$ cat config.mk
export PLATFORM = sky130hd
export DESIGN_NAME = mul6_err_eval
export DESIGN_NICKNAME = d
export VERILOG_FILES = /design/src/rtl/mul6_err_eval.sv
export SDC_FILE = /design/constraint.sdc
export NUM_CORES = 1
export LEC_CHECK = 0
export BUFFER_PORTS_ARGS = -buffer_cell sky130_fd_sc_hd__buf_2
export CAP_MARGIN = 30
export CORE_MARGIN = 10
export CORE_UTILIZATION = 35
export CTS_CLUSTER_DIAMETER = 200
export DETAILED_ROUTE_END_ITERATION = 8
export GPL_TIMING_DRIVEN = 0
export PLACE_DENSITY = 0.48
export SYNTH_ARGS = -nofsm -noshare
export SYNTH_HDL_FRONTEND = slang
export SYNTH_SLANG_ARGS = --single-unit
$ cat constraint.sdc
create_clock -name clk -period 5.9 [get_ports clk]
set_input_delay 0.295 -clock clk [delete_from_list [all_inputs] [get_ports clk]]
set_output_delay 0.295 -clock clk [all_outputs]
set_load 0.005 [all_outputs]
$ cat src/rtl/mul6_err_eval.sv
// -----------------------------------------------------------------------------
// mul6_err_eval
//
// Error evaluator for 6x6 -> 12-bit unsigned approximate multiplier netlists.
// A stream of (a, b, approximate product) samples is accepted. For each sample
// the exact product a*b is recomputed, and error statistics are collected over
// a run of N_SAMPLES samples. The harness reads the results when done pulses.
//
// Optional feature macro: MUL_ERR_SQ_EN
//   defined   -> adds a squarer and the saturating sum_se (sum of err^2) port
//   undefined -> no sum_se port and no squarer logic
//
// Ports
//   clk       in   1           clock, rising edge
//   rst       in   1           synchronous, active-high reset
//   start     in   1           begin a run (only looked at in IDLE)
//   in_valid  in   1           sample valid
//   in_ready  out  1           evaluator can accept a sample (RUN only)
//   in_a      in   A_W         operand A
//   in_b      in   B_W         operand B
//   in_p      in   P_W         approximate product under test
//   busy      out  1           run in progress (RUN or DRAIN)
//   done      out  1           one-cycle pulse, statistics final
//   err_cnt   out  13          number of samples with in_p != a*b
//   max_ae    out  P_W         maximum |in_p - a*b|
//   max_a     out  A_W         operand A of first sample reaching max_ae
//   max_b     out  B_W         operand B of first sample reaching max_ae
//   sum_ae    out  ACC_W       saturating sum of |err|
//   sum_se    out  ACC_W+P_W   saturating sum of err^2 (MUL_ERR_SQ_EN only)
//
// Pipeline
//   S1    : registers a, b, p and exact = a*b
//   S2    : registers ae = |p - exact|
//   stats : folds S2 into the statistics
//   A sample accepted in cycle t is visible in the statistics from cycle t+3,
//   which is also the cycle in which done pulses after the final sample.
// -----------------------------------------------------------------------------
module mul6_err_eval #(
   parameter int A_W       = 6,
   parameter int B_W       = 6,
   parameter int P_W       = 12,
   parameter int N_SAMPLES = 4096,
   parameter int ACC_W     = 24
) (
   input  logic             clk,
   input  logic             rst,
   input  logic             start,
   input  logic             in_valid,
   output logic             in_ready,
   input  logic [A_W-1:0]   in_a,
   input  logic [B_W-1:0]   in_b,
   input  logic [P_W-1:0]   in_p,
   output logic             busy,
   output logic             done,
   output logic [12:0]      err_cnt,
   output logic [P_W-1:0]   max_ae,
   output logic [A_W-1:0]   max_a,
   output logic [B_W-1:0]   max_b,
   output logic [ACC_W-1:0] sum_ae
`ifdef MUL_ERR_SQ_EN
   ,
   output logic [ACC_W+P_W-1:0] sum_se
`endif
);

   localparam int CNT_W = (N_SAMPLES > 1) ? $clog2(N_SAMPLES) : 1;
   localparam logic [CNT_W-1:0] CNT_LAST = CNT_W'(N_SAMPLES - 1);
   // Sum is formed one bit wider than the larger operand so carry-out is visible
   localparam int SUM_W = ((ACC_W > P_W) ? ACC_W : P_W) + 1;
   localparam logic [ACC_W-1:0] ACC_ONES = '1;

   typedef enum logic [1:0] {
      ST_IDLE,
      ST_RUN,
      ST_DRAIN,
      ST_DONE
   } state_t;

   state_t           r_state;
   state_t           w_state_next;
   logic             w_clear;
   logic             w_xfer;
   logic             w_last;
   logic [CNT_W-1:0] r_cnt;

   // S1 registers
   logic             r_s1_valid;
   logic [A_W-1:0]   r_s1_a;
   logic [B_W-1:0]   r_s1_b;
   logic [P_W-1:0]   r_s1_p;
   logic [P_W-1:0]   r_s1_exact;
   logic [P_W-1:0]   w_exact;

   // S2 registers
   logic             r_s2_valid;
   logic [A_W-1:0]   r_s2_a;
   logic [B_W-1:0]   r_s2_b;
   logic [P_W-1:0]   r_s2_ae;
   logic [P_W-1:0]   w_ae;

   // Statistics
   logic [12:0]      r_err_cnt;
   logic [P_W-1:0]   r_max_ae;
   logic [A_W-1:0]   r_max_a;
   logic [B_W-1:0]   r_max_b;
   logic [ACC_W-1:0] r_sum_ae;
   logic [SUM_W-1:0] w_sum_ext;

   // ---------------------------------------------------------------- FSM
   assign w_xfer = in_valid & in_ready;
   assign w_last = w_xfer && (r_cnt == CNT_LAST);

   always_ff @(posedge clk) begin
      if (rst) begin
         r_state <= ST_IDLE;
      end else begin
         r_state <= w_state_next;
      end
   end

   always_comb begin
      w_state_next = r_state;
      w_clear      = 1'b0;
      in_ready     = 1'b0;
      busy         = 1'b0;
      done         = 1'b0;
      case (r_state)
         ST_IDLE: begin
            if (start) begin
               w_state_next = ST_RUN;
               w_clear      = 1'b1;
            end
         end
         ST_RUN: begin
            in_ready = 1'b1;
            busy     = 1'b1;
            if (w_last) begin
               w_state_next = ST_DRAIN;
            end
         end
         ST_DRAIN: begin
            busy = 1'b1;
            // Once S1 is empty, the sample left in S2 is folded into the
            // statistics on this same edge, so DONE sees final values.
            if (!r_s1_valid) begin
               w_state_next = ST_DONE;
            end
         end
         ST_DONE: begin
            done         = 1'b1;
            w_state_next = ST_IDLE;
         end
         default: begin
            w_state_next = ST_IDLE;
         end
      endcase
   end

   always_ff @(posedge clk) begin
      if (rst) begin
         r_cnt <= '0;
      end else if (w_clear) begin
         r_cnt <= '0;
      end else if (w_xfer) begin
         r_cnt <= r_cnt + CNT_W'(1);
      end
   end

   // ---------------------------------------------------------------- S1
   assign w_exact = P_W'(in_a) * P_W'(in_b);

   always_ff @(posedge clk) begin
      if (rst) begin
         r_s1_valid <= 1'b0;
         r_s1_a     <= '0;
         r_s1_b     <= '0;
         r_s1_p     <= '0;
         r_s1_exact <= '0;
      end else begin
         r_s1_valid <= w_xfer;
         if (w_xfer) begin
            r_s1_a     <= in_a;
            r_s1_b     <= in_b;
            r_s1_p     <= in_p;
            r_s1_exact <= w_exact;
         end
      end
   end

   // ---------------------------------------------------------------- S2
   assign w_ae = (r_s1_p >= r_s1_exact) ? (r_s1_p - r_s1_exact)
                                        : (r_s1_exact - r_s1_p);

   always_ff @(posedge clk) begin
      if (rst) begin
         r_s2_valid <= 1'b0;
         r_s2_a     <= '0;
         r_s2_b     <= '0;
         r_s2_ae    <= '0;
      end else begin
         r_s2_valid <= r_s1_valid;
         if (r_s1_valid) begin
            r_s2_a  <= r_s1_a;
            r_s2_b  <= r_s1_b;
            r_s2_ae <= w_ae;
         end
      end
   end

   // ---------------------------------------------------------------- stats
   assign w_sum_ext = SUM_W'(r_sum_ae) + SUM_W'(r_s2_ae);

   always_ff @(posedge clk) begin
      if (rst || w_clear) begin
         r_err_cnt <= '0;
         r_max_ae  <= '0;
         r_max_a   <= '0;
         r_max_b   <= '0;
         r_sum_ae  <= '0;
      end else if (r_s2_valid) begin
         if ((r_s2_ae != '0) && (r_err_cnt != 13'h1FFF)) begin
            r_err_cnt <= r_err_cnt + 13'd1;
         end
         // Strict compare: on ties the earliest sample keeps ownership
         if (r_s2_ae > r_max_ae) begin
            r_max_ae <= r_s2_ae;
            r_max_a  <= r_s2_a;
            r_max_b  <= r_s2_b;
         end
         if (w_sum_ext > SUM_W'(ACC_ONES)) begin
            r_sum_ae <= ACC_ONES;
         end else begin
            r_sum_ae <= w_sum_ext[ACC_W-1:0];
         end
      end
   end

`ifdef MUL_ERR_SQ_EN
   localparam int SQ_W  = 2 * P_W;
   localparam int SE_W  = ACC_W + P_W;
   localparam int SE_XW = ((SE_W > SQ_W) ? SE_W : SQ_W) + 1;
   localparam logic [SE_W-1:0] SE_ONES = '1;

   logic [SE_W-1:0]  r_sum_se;
   logic [SQ_W-1:0]  w_sq;
   logic [SE_XW-1:0] w_se_ext;

   assign w_sq     = SQ_W'(r_s2_ae) * SQ_W'(r_s2_ae);
   assign w_se_ext = SE_XW'(r_sum_se) + SE_XW'(w_sq);

   always_ff @(posedge clk) begin
      if (rst || w_clear) begin
         r_sum_se <= '0;
      end else if (r_s2_valid) begin
         if (w_se_ext > SE_XW'(SE_ONES)) begin
            r_sum_se <= SE_ONES;
         end else begin
            r_sum_se <= w_se_ext[SE_W-1:0];
         end
      end
   end

   assign sum_se = r_sum_se;
`endif

   assign err_cnt = r_err_cnt;
   assign max_ae  = r_max_ae;
   assign max_a   = r_max_a;
   assign max_b   = r_max_b;
   assign sum_ae  = r_sum_ae;

endmodule
==> results of run 1 <==
## worst min-delay path: stages
cell     delay (ps)
buf_2           100
nand2_1          40
a21oi_1          50
## state kept, by name, indices dropped and copies added (netlist names)
name,count
sum_ae,24
err_cnt,13
max_ae,12
r_cnt,12
r_s1_exact,12
r_s1_p,12
r_s2_ae,12
max_a,6
max_b,6
r_s1_a,6
r_s1_b,6
r_s2_a,6
r_s2_b,6
r_state,2
r_s1_valid,1
r_s2_valid,1
## cells by family after synthesis
family | share of synthesized area (%)
AOI/OAI and AO/OA | 15.6
xor gates and xnor gates | 4.51
adders and majority gates | 16.3
buffers and inverters | 5.69
DFF | 33.6
muxes | 5.91
and+or+nand+nor | 18.4
## through the flow
step	hold WS [ps]	instance area, µm²
finish	102	9620
global placement	451	9000
CTS	93.8	9620
global route	107	9620
detailed placement	452	9000
floorplan	390	8160
## worst min path at each step
stage | endpoint | cells after the start
5_1_grt | r_s1_p[8]$_SDFFE_PP0P_ | 3
4_1_cts | r_s1_p[2]$_SDFFE_PP0P_ | 3
2_1_floorplan | r_s2_valid$_SDFF_PP0_ | 1
3_5_place_dp | r_s1_a[1]$_SDFFE_PP0P_ | 2
3_3_place_gp | r_s1_b[5]$_SDFFE_PP0P_ | 2
6_report | r_s1_p[2]$_SDFFE_PP0P_ | 3
## layout by cell type (no fill, tap or decap), types with 7 or more instances in the layout
cell | Yosys | routed
dfxtp_1 | 137 | 137
nand2_1 | 126 | 126
buf_2 | 8 | 99
nor2_1 | 98 | 98
ha_1 | 74 | 74
a21oi_1 | 73 | 73
inv_1 | 70 | 70
mux2i_1 | 47 | 47
o21ai_0 | 37 | 37
xor2_1 | 24 | 24
clkbuf_1 | 23 | 23
fa_1 | 20 | 20
xnor2_1 | 18 | 18
clkbuf_16 | 0 | 17
and2_1 | 16 | 16
a31oi_1 | 16 | 16
nor3_1 | 15 | 15
a211oi_1 | 13 | 13
nand3_1 | 13 | 13
and3_1 | 13 | 13
a21o_1 | 12 | 12
nand4_1 | 10 | 10
or3_1 | 7 | 7
## power by group through the flow
stage,sequential [mW],clock (mW),combinational (mW)
floorplan,1.05,0,1.09
global placement,1.08,0,1.39
detailed placement,1.08,0,1.38
CTS,1.06,1.17,1.39
global route,1.07,1.20,1.55
finish,1.06,1.14,1.37
## final cells by class
| type | count | area share (%) |
|---|---|---|
| Clock inverter | 15 | 2.00 |
| Sequential cell | 137 | 28.5 |
| Timing Repair Buffer | 91 | 4.73 |
| Inverter | 70 | 2.73 |
| Tap cell | 313 | 4.07 |
| Buffer | 39 | 2.09 |
| Multi-Input combinational cell | 713 | 51.4 |
| Clock buffer | 17 | 4.42 |
## layer usage
layer / up-vias / part of all wire, %
li1: 3520 / -
met1: 3099 / 49
met2: 99 / 46
met3: 21 / 3.2
met4: 0 / 1.2
met5: - / 0
==> impl_metrics.yaml, run 1 <==
route:
  wl_um: 21600
  drt-initial-drc-count: 330
  num_vias: 6739
  drc: 0
  post_drt_wl_per_cell_um: 15.5
  avgViaCountPerCell: 4.83
  antenna_left: 0
  drtPass1Iterations: 4
sta:
  rsz0062_at_grt: "false"
  slew_violations: 0
  fmax_mhz: 288
  fin_setup_tns_ps: 0
  finalClockSkew_ps: 16.6
  worst_slack_ps: 2430
  finalCritPeriodShare_pct: 58.8
  slew_headroom_pct: 49.3
  hold_viol_final: 0
  min_period_ps: 3470
  setup_viol_count_final: 0
  tightest_slew_ps: 760
power_and_ir_drop:
  power.leakage_nw: 4.07
  power_density_mw_per_mm2: 372
  p_sw_share_pct: 37.2
  vdd_drop_max_v: 0.000196
  finalPower_mw: 3.58
  seqPwrFrac_pct: 29.7
  p_clk_share_pct: 31.9
  power_frac_comb_pct: 38.4
  power.internal_mw: 2.25
  power_switching_mw: 1.33
logic_synthesis:
  synth_edf_count: 0
  synth_largest_area_cell: "dfxtp_1"
  netlist.area_leader.share_pct: 33.6
  ys_seq_area_share_pct: 33.6
  syn_area_per_cell_um2: 8.51
  async_flop_share_pct: 0
  ys_top_cells_by_count: "dfxtp_1 (137), nand2_1 (126), nor2_1 (98)"
  syn_inst: 959
  yosys_warnings: 0
  syn_nets: 1081
  synth-main-ff-cell: "dfxtp_1"
  yosysMostFrequentCell: "dfxtp_1"
  synth_cell_type_count: 68
  syn_area_mm2: 0.00816
  synth_area_leaders: "dfxtp_1 (34%), ha_1 (11%), nand2_1 (5.8%)"
  synth_seq_cells: 137
cts:
  cts_resized: 0
  cts_tree: "done"
  postCtsSetupBuffers: 0
  cts.clk_slew.worst_paths_ps: 70
  cts_hold_buffers: 0
  cts.path.max_buffers: 2
  cts_sinks: 137
  numCtsBuffers: 17
  root_buffer: "clkbuf_16"
  htree_num_levels: 4
  clk-insertion-delay-late_ps: 430
grt:
  met1_usage_pct: 19.2
  grt_pass1_wl_um: 36200
  grt_max_degree: 17
  first_global_vias: 6719
  grtUsageMet3_pct: 2.92
  grtUsageTotal_pct: 14.7
  gr-usage-met2_pct: 23.8
  top_usage_layer: "met2"
  antenna_found_initial: 0
  grt_overflow: 0
placed_design:
  gp_congestion: 0.850
  dpl.hpwl_um: 16800
  portBuffers: 91
  pre_cts_ws_ps: 1960
  place_inst: 1363
worst_setup_path:
  cp_max_fo: 7
  worstPathArrival_ps: 3820
  crit_family: "adder cells"
  r2r_cells: 12
  r2r-end: "sum_ae[18]$_SDFFE_PP0P_"
  critPathCapture: "r_s1_exact[11]$_SDFFE_PP0P_"
  path_class: "in2reg"
  required_ps: 6250
  rrSetupSlack_ps: 2820
  slowest_stage: "fa_1"
  worstPathCellList: "buf_2 > nand2_1 > fa_1 > inv_1 > ha_1 > inv_1 > fa_1 > inv_1 > fa_1 > a21o_1 > a21oi_1 > o21bai_1 > a21oi_1 > o21ai_0 > xor2_1 > nand2_1 > a21oi_1"
  cp-start-kind: "input port"
  r2r_start: "r_s2_ae[0]$_SDFFE_PP0P_"
  cp_slowest_stage_delay_ps: 550
  crit_cells: 17
  crit_start: "in_a[2]"
  crit_path_end_kind: "flop"
  worst-path-buf-inv: 4
layout:
  drive_gt1_share_pct: 14.3
  seq_area_mm2: 0.00274
  nFillCells: 2370
  fin_util_pct: 42.2
  area_delta_synth_final_pct: 18.0
  multi_input_area_mm2: 0.00495
  antenna_cells: 0
  instances_no_fill: 1395
  fin_nets: 1191
min_path:
  holdCritPathClass: "in2reg"
  min-delay-start: "in_p[2]"
outcome:
  outcome: "finished, final reports clean"
floorplan:
  core_area_mm2: 0.0228
  die_w_um: 173
  initial_core_util_pct: 35.8
  dieArea_mm2: 0.0298
  fp.dieH_um: 173
  row_count: 55
  io_pins: 92
job:
  drv_cap: 0
Power figures use the tool's default switching activity.
==> run 2, diff against run 1 <==
Settings changed: ABC_AREA set to 1, PLACE_DENSITY 0.48 to 0.5.
Clock period 5.9 ns to 3.1 ns, I/O delays scaled along.
==> run 2 against run 1 <==
Compared with the run above:
- core utilization fell by 0.87 points
- first-iteration DRC count rose by 23%
- sequential power rose by 100%
- critical path depth rose by 1
- largest cell class unchanged
==> impl_metrics.yaml, run 2 <==
placed_design:
  dpl.hpwl_um: 20800
  place_area_mm2: 0.0100
  pre_cts_ws_ps: -332
  portBuffers: 91
  gp_congestion: 0.873
  place_inst: 1782
floorplan:
  dieArea_mm2: 0.0331
  initial_core_util_pct: 35.4
  row_count: 59
  io_pins: 92
  core_area_mm2: 0.0259
  die_w_um: 182
  fp.dieH_um: 182
min_path:
  whs_endpoint: "r_s1_p[6]$_SDFFE_PP0P_"
  min_path_cells: 3
  min-delay-start: "in_p[6]"
  holdCritPathClass: "in2reg"
job:
  drv_cap: 0
worst_setup_path:
  r2r-end: "sum_ae[17]$_SDFFE_PP0P_"
  cp-start-kind: "input port"
  worstPathCellList: "buf_2 > nand2_1 > fa_1 > inv_1 > ha_1 > inv_1 > fa_1 > inv_1 > fa_1 > nand3_1 > nand3_1 > nand2_1 > nand2_1 > a21oi_1 > or2_2 > nand3_1 > nand2_1 > inv_1"
  r2r_cells: 14
  required_ps: 3420
  slowest_stage: "fa_1"
  worstPathArrival_ps: 3250
  cp_slowest_stage_delay_ps: 540
  path_class: "in2reg"
  rrSetupSlack_ps: 760
  cp_max_fo: 7
  r2r_start: "r_s2_ae[0]$_SDFFE_PP0P_"
  crit_path_end_kind: "flop"
sta:
  fmax_mhz: 342
  setup_viol_count_final: 0
  finalCritPeriodShare_pct: 94.4
  hold_viol_final: 0
  slew_headroom_pct: 59.2
  min_period_ps: 2930
  worst_slack_ps: 174
  rsz0062_at_grt: "false"
  slew_violations: 0
  finalClockSkew_ps: 14.5
  tightest_slew_ps: 605
cts:
  cts_tree: "done"
  cts.clk_slew.worst_paths_ps: 60
  clk-insertion-delay-late_ps: 430
  cts_sinks: 137
  numCtsBuffers: 17
  cts.path.max_buffers: 2
  root_buffer: "clkbuf_16"
  htree_num_levels: 4
logic_synthesis:
  syn_area_mm2: 0.00917
  yosys_warnings: 0
  yosysMostFrequentCell: "nand2_1"
  synth_area_leaders: "dfxtp_1 (30%), nand2_1 (13%), ha_1 (10%)"
  synth_seq_cells: 137
  netlist.area_leader.share_pct: 29.9
  syn_nets: 1478
  synth-main-ff-cell: "dfxtp_1"
  syn_inst: 1356
  synth_edf_count: 0
  synth_cell_type_count: 38
  ys_top_cells_by_count: "nand2_1 (321), inv_1 (197), nor2_1 (177)"
  async_flop_share_pct: 0
  ys_seq_area_share_pct: 29.9
  synth_largest_area_cell: "dfxtp_1"
  syn_area_per_cell_um2: 6.76
power_and_ir_drop:
  power.leakage_nw: 5.12
  power_density_mw_per_mm2: 746
  vdd_drop_max_v: 0.000352
  finalPower_mw: 8.00
route:
  drtPass1Iterations: 7
  num_vias: 8593
  avgViaCountPerCell: 4.73
  post_drt_wl_per_cell_um: 14.3
  wl_um: 25900
  antenna_left: 0
  drt-initial-drc-count: 407
  drc: 0
grt:
  grtUsageTotal_pct: 15.8
  grt_pass1_wl_um: 43200
  grt_overflow: 0
  first_global_vias: 8494
  grt_max_degree: 17
  antenna_found_initial: 0
layout:
  fin_util_pct: 41.4
  drive_gt1_share_pct: 12.9
  seq_area_mm2: 0.00274
  area_delta_synth_final_pct: 16.9
  layout_common_cells: "nand2_1 (321), inv_1 (197), nor2_1 (177)"
  antenna_cells: 0
  fin_nets: 1591
  instances_no_fill: 1817
  multi_input_area_mm2: 0.00549
  final_common_cell: "nand2_1"
  finalInstanceArea_mm2: 0.0107
  largest_reg_flops: 24
  nFillCells: 2812
outcome:
  outcome: "finished, final reports clean"
-- run 2: worst max path at each step --
stage / start / to / slack (ps)
2_1_floorplan: in_b[5] / r_s1_exact[8]$_SDFFE_PP0P_ / 130
3_3_place_gp: in_a[0] / r_s1_exact[8]$_SDFFE_PP0P_ / -330
3_5_place_dp: in_a[0] / r_s1_exact[8]$_SDFFE_PP0P_ / -330
4_1_cts: in_a[0] / r_s1_exact[8]$_SDFFE_PP0P_ / 110
5_1_grt: in_b[2] / r_s1_exact[9]$_SDFFE_PP0P_ / 5
6_report: in_b[2] / r_s1_exact[9]$_SDFFE_PP0P_ / 170
-- run 2: cell type report --
cell class / count / share of cell area (%)
Inverter: 203 / 7.11
Timing Repair Buffer: 94 / 4.60
Buffer: 40 / 1.94
Clock inverter: 12 / 1.28
Clock buffer: 20 / 4.35
Multi-Input combinational cell: 976 / 51.2
Sequential cell: 137 / 25.6
Tap cell: 335 / 3.91
-- run 2: critical path: cells and delay by family --
kind / cells / cell delay, ps
buffers and inverters: 5 / 390
and+or+nand+nor: 8 / 750
adders and majority gates: 4 / 1800
AOI/OAI and AO/OA: 1 / 140
-- run 2: metal layers --
metal | up-vias | track usage (%) | share of wire, %
li1 | 4531 | - | -
met1 | 3898 | 19.7 | 47
met2 | 140 | 27.2 | 48
met3 | 24 | 3.22 | 3.9
met4 | 0 | 3.55 | 1.1
met5 | - | 0 | 0
-- run 2: where the power goes --
part	internal (mW)	leakage, nW	switching [mW]
Combinational	1.35	3.72	2.41
Clock	1.26	0.293	0.835
Sequential	1.97	1.11	0.175
-- run 2: cells by family (layout without fill, tap and decap cells) --
logic type | Yosys count | count (layout) | share of synthesized area (%)
fa+ha+maj | 94 | 94 | 14.5
flops | 137 | 137 | 29.9
xor+xnor | 35 | 35 | 3.34
buf+inv | 243 | 369 | 10.6
simple gates | 626 | 626 | 28.7
compound gates | 221 | 221 | 13.0
-- run 2: timing repair --
| action | in CTS | in global routing |
|---|---|---|
| endpoints found under the hold margin | 2 | 0 |
| setup endpoints to repair | 0 | 2 |
| hold buffers | 2 | 0 |
| setup buffers | 0 | 1 |
| resized for setup | 0 | 8 |
-- run 2: per-stage QoR --
| stage | hold slack (ps) | setup TNS (ps) |
|---|---|---|
| finish | 12.5 | 0 |
| global route | 26.6 | 0 |
| CTS | 1.40 | 0 |
| detailed placement | 445 | -1320 |
| global placement | 432 | -1390 |
| floorplan | 300 | 0 |
==> run 3, diff against run 2 <==
Settings changed: CTS_CLUSTER_DIAMETER 200 to not set, PLACE_DENSITY 0.5 to 0.59, SETUP_SLACK_MARGIN set to 0.2.
==> run 3 against run 2 <==
Compared with the run above:
- hold slack worse by 3.0 ps
- non-clock buffer count is 2 higher
- cell count is 0.11% higher
- setup slack better by 160 ps
- sequential power hardly changed
==> impl_metrics.yaml, run 3 (synthesis results as in run 2) <==
route:
  post_drt_wl_per_cell_um: 13.8
  drtPass1Iterations: 6
  wl_um: 25200
  num_vias: 8656
  antenna_left: 0
  avgViaCountPerCell: 4.76
  drc: 0
  drt-initial-drc-count: 468
cts:
  clk-insertion-delay-late_ps: 420
  htree_num_levels: 4
  cts_tree: "done"
  cts.clk_slew.worst_paths_ps: 60
  cts_sinks: 137
  root_buffer: "clkbuf_16"
  numCtsBuffers: 17
  cts.path.max_buffers: 2
layout:
  largest_reg_flops: 24
  seq_area_mm2: 0.00274
  area_delta_synth_final_pct: 17.2
  drive_gt1_share_pct: 13.3
  layout_common_cells: "nand2_1 (319), inv_1 (197), nor2_1 (177)"
  multi_input_area_mm2: 0.00551
  final_common_cell: "nand2_1"
  fin_nets: 1593
  nFillCells: 2763
  antenna_cells: 0
worst_setup_path:
  crit_path_end_kind: "flop"
  path_class: "in2reg"
  crit_start: "in_b[1]"
  worstPathArrival_ps: 3130
  cp_max_fo: 7
  rrSetupSlack_ps: 670
  cp-start-kind: "input port"
  r2r_start: "r_s2_ae[0]$_SDFFE_PP0P_"
  r2r_cells: 14
  r2r-end: "sum_ae[17]$_SDFFE_PP0P_"
  critPathCapture: "r_s1_exact[9]$_SDFFE_PP0P_"
  required_ps: 3470
sta:
  finalCritPeriodShare_pct: 89.1
  finalClockSkew_ps: 6.80
  worst_slack_ps: 339
  min_period_ps: 2760
  slew_headroom_pct: 59.2
  rsz0062_at_grt: "false"
  fmax_mhz: 362
  slew_violations: 0
  fin_setup_tns_ps: 0
  setup_viol_count_final: 0
  tightest_slew_ps: 611
  whs_ps: 9.43
  hold_viol_final: 0
placed_design:
  portBuffers: 91
  gp_congestion: 0.930
  dpl.hpwl_um: 20200
  pre_cts_ws_ps: -231
outcome:
  outcome: "finished, final reports clean"
floorplan:
  io_pins: 92
  fp.dieH_um: 182
  initial_core_util_pct: 35.4
  core_area_mm2: 0.0259
  dieArea_mm2: 0.0331
  row_count: 59
  die_w_um: 182
grt:
  grt_max_degree: 17
  grtUsageTotal_pct: 15.1
  antenna_found_initial: 0
  first_global_vias: 8376
  grt_overflow: 0
  grt_pass1_wl_um: 41500
min_path:
  holdCritPathClass: "in2reg"
  min-delay-start: "in_p[5]"
power_and_ir_drop:
  power.leakage_nw: 5.12
  vdd_drop_max_v: 0.000389
  finalPower_mw: 8.00
  power_density_mw_per_mm2: 744
job:
  drv_cap: 0
[run 3: cell types whose count changed in the layout (fill, tap and decap cells not counted), moves of 2 or more]
cell and change:
clkbuf_8 -2, buf_4 +3, nand3_2 +2, nand2_2 +2, buf_2 -5, nand3_1 -2
clkbuf_4 +4, nand2_1 -2
[run 3: report_power, final]
part           total (mW)  leakage (nW)  switching [mW]  internal [mW]
logic                3.80          3.73            2.44           1.36
registers            2.15          1.11           0.173           1.97
clock network        2.05         0.280           0.837           1.21
total                8.00          5.12            3.45           4.55
[run 3: layout make-up]
class | instances | share of cell area (%)
timing repair buffer | 96 | 4.84
multi-input combinational | 976 | 51.2
clock inverter | 13 | 1.35
tap | 335 | 3.90
buffer | 40 | 1.93
clock buffer | 19 | 4.12
sequential | 137 | 25.5
inverter | 203 | 7.09
[run 3: through the flow]
stage / area [µm²] / util (%) / cells
floorplan: 9200 / - / 1356
CTS: 10700 / 41.2 / 1816
global placement: 10100 / 38.9 / 1782
global route: 10700 / 41.5 / 1819
finish: 10700 / 41.5 / 1819
detailed placement: 10100 / 38.9 / 1782
[run 3: metal layers]
layer	up-vias	wire, µm	track usage (%)
met5	-	0	0
li1	4523	-	-
met4	0	354	4.52
met2	165	11700	25.5
met1	3945	12100	19.0
met3	23	1010	3.02
[run 3: timing repair]
item	in CTS	in global routing
pin swaps	1	10
setup endpoints to repair	1	4
endpoints found under the hold margin	2	0
hold buffers	2	0
resized for setup	0	17
setup buffers	0	3
[run 3: critical path: stages]
cell	delay, ps
buf_2	180
nand2_1	100
fa_1	480
fa_1	510
fa_1	540
inv_1	80
ha_4	300
nand3_2	80
nand3_2	90
nand2_1	60
nand2_1	50
a21oi_1	60
or2_2	270
nand3_1	80
nand2_1	60
inv_1	50
[run 3: worst min path at each step]
| stage | depth (start not counted) | slack, ps | to |
|---|---|---|---|
| floorplan | 2 | 300 | r_s1_a[0]$_SDFFE_PP0P_ |
| global placement | 3 | 440 | r_s1_p[7]$_SDFFE_PP0P_ |
| finish | 3 | 9 | r_s1_p[5]$_SDFFE_PP0P_ |
| global route | 3 | 20 | r_s1_p[7]$_SDFFE_PP0P_ |
| CTS | 3 | 1 | r_s1_p[7]$_SDFFE_PP0P_ |
| detailed placement | 3 | 440 | r_s1_p[8]$_SDFFE_PP0P_ |
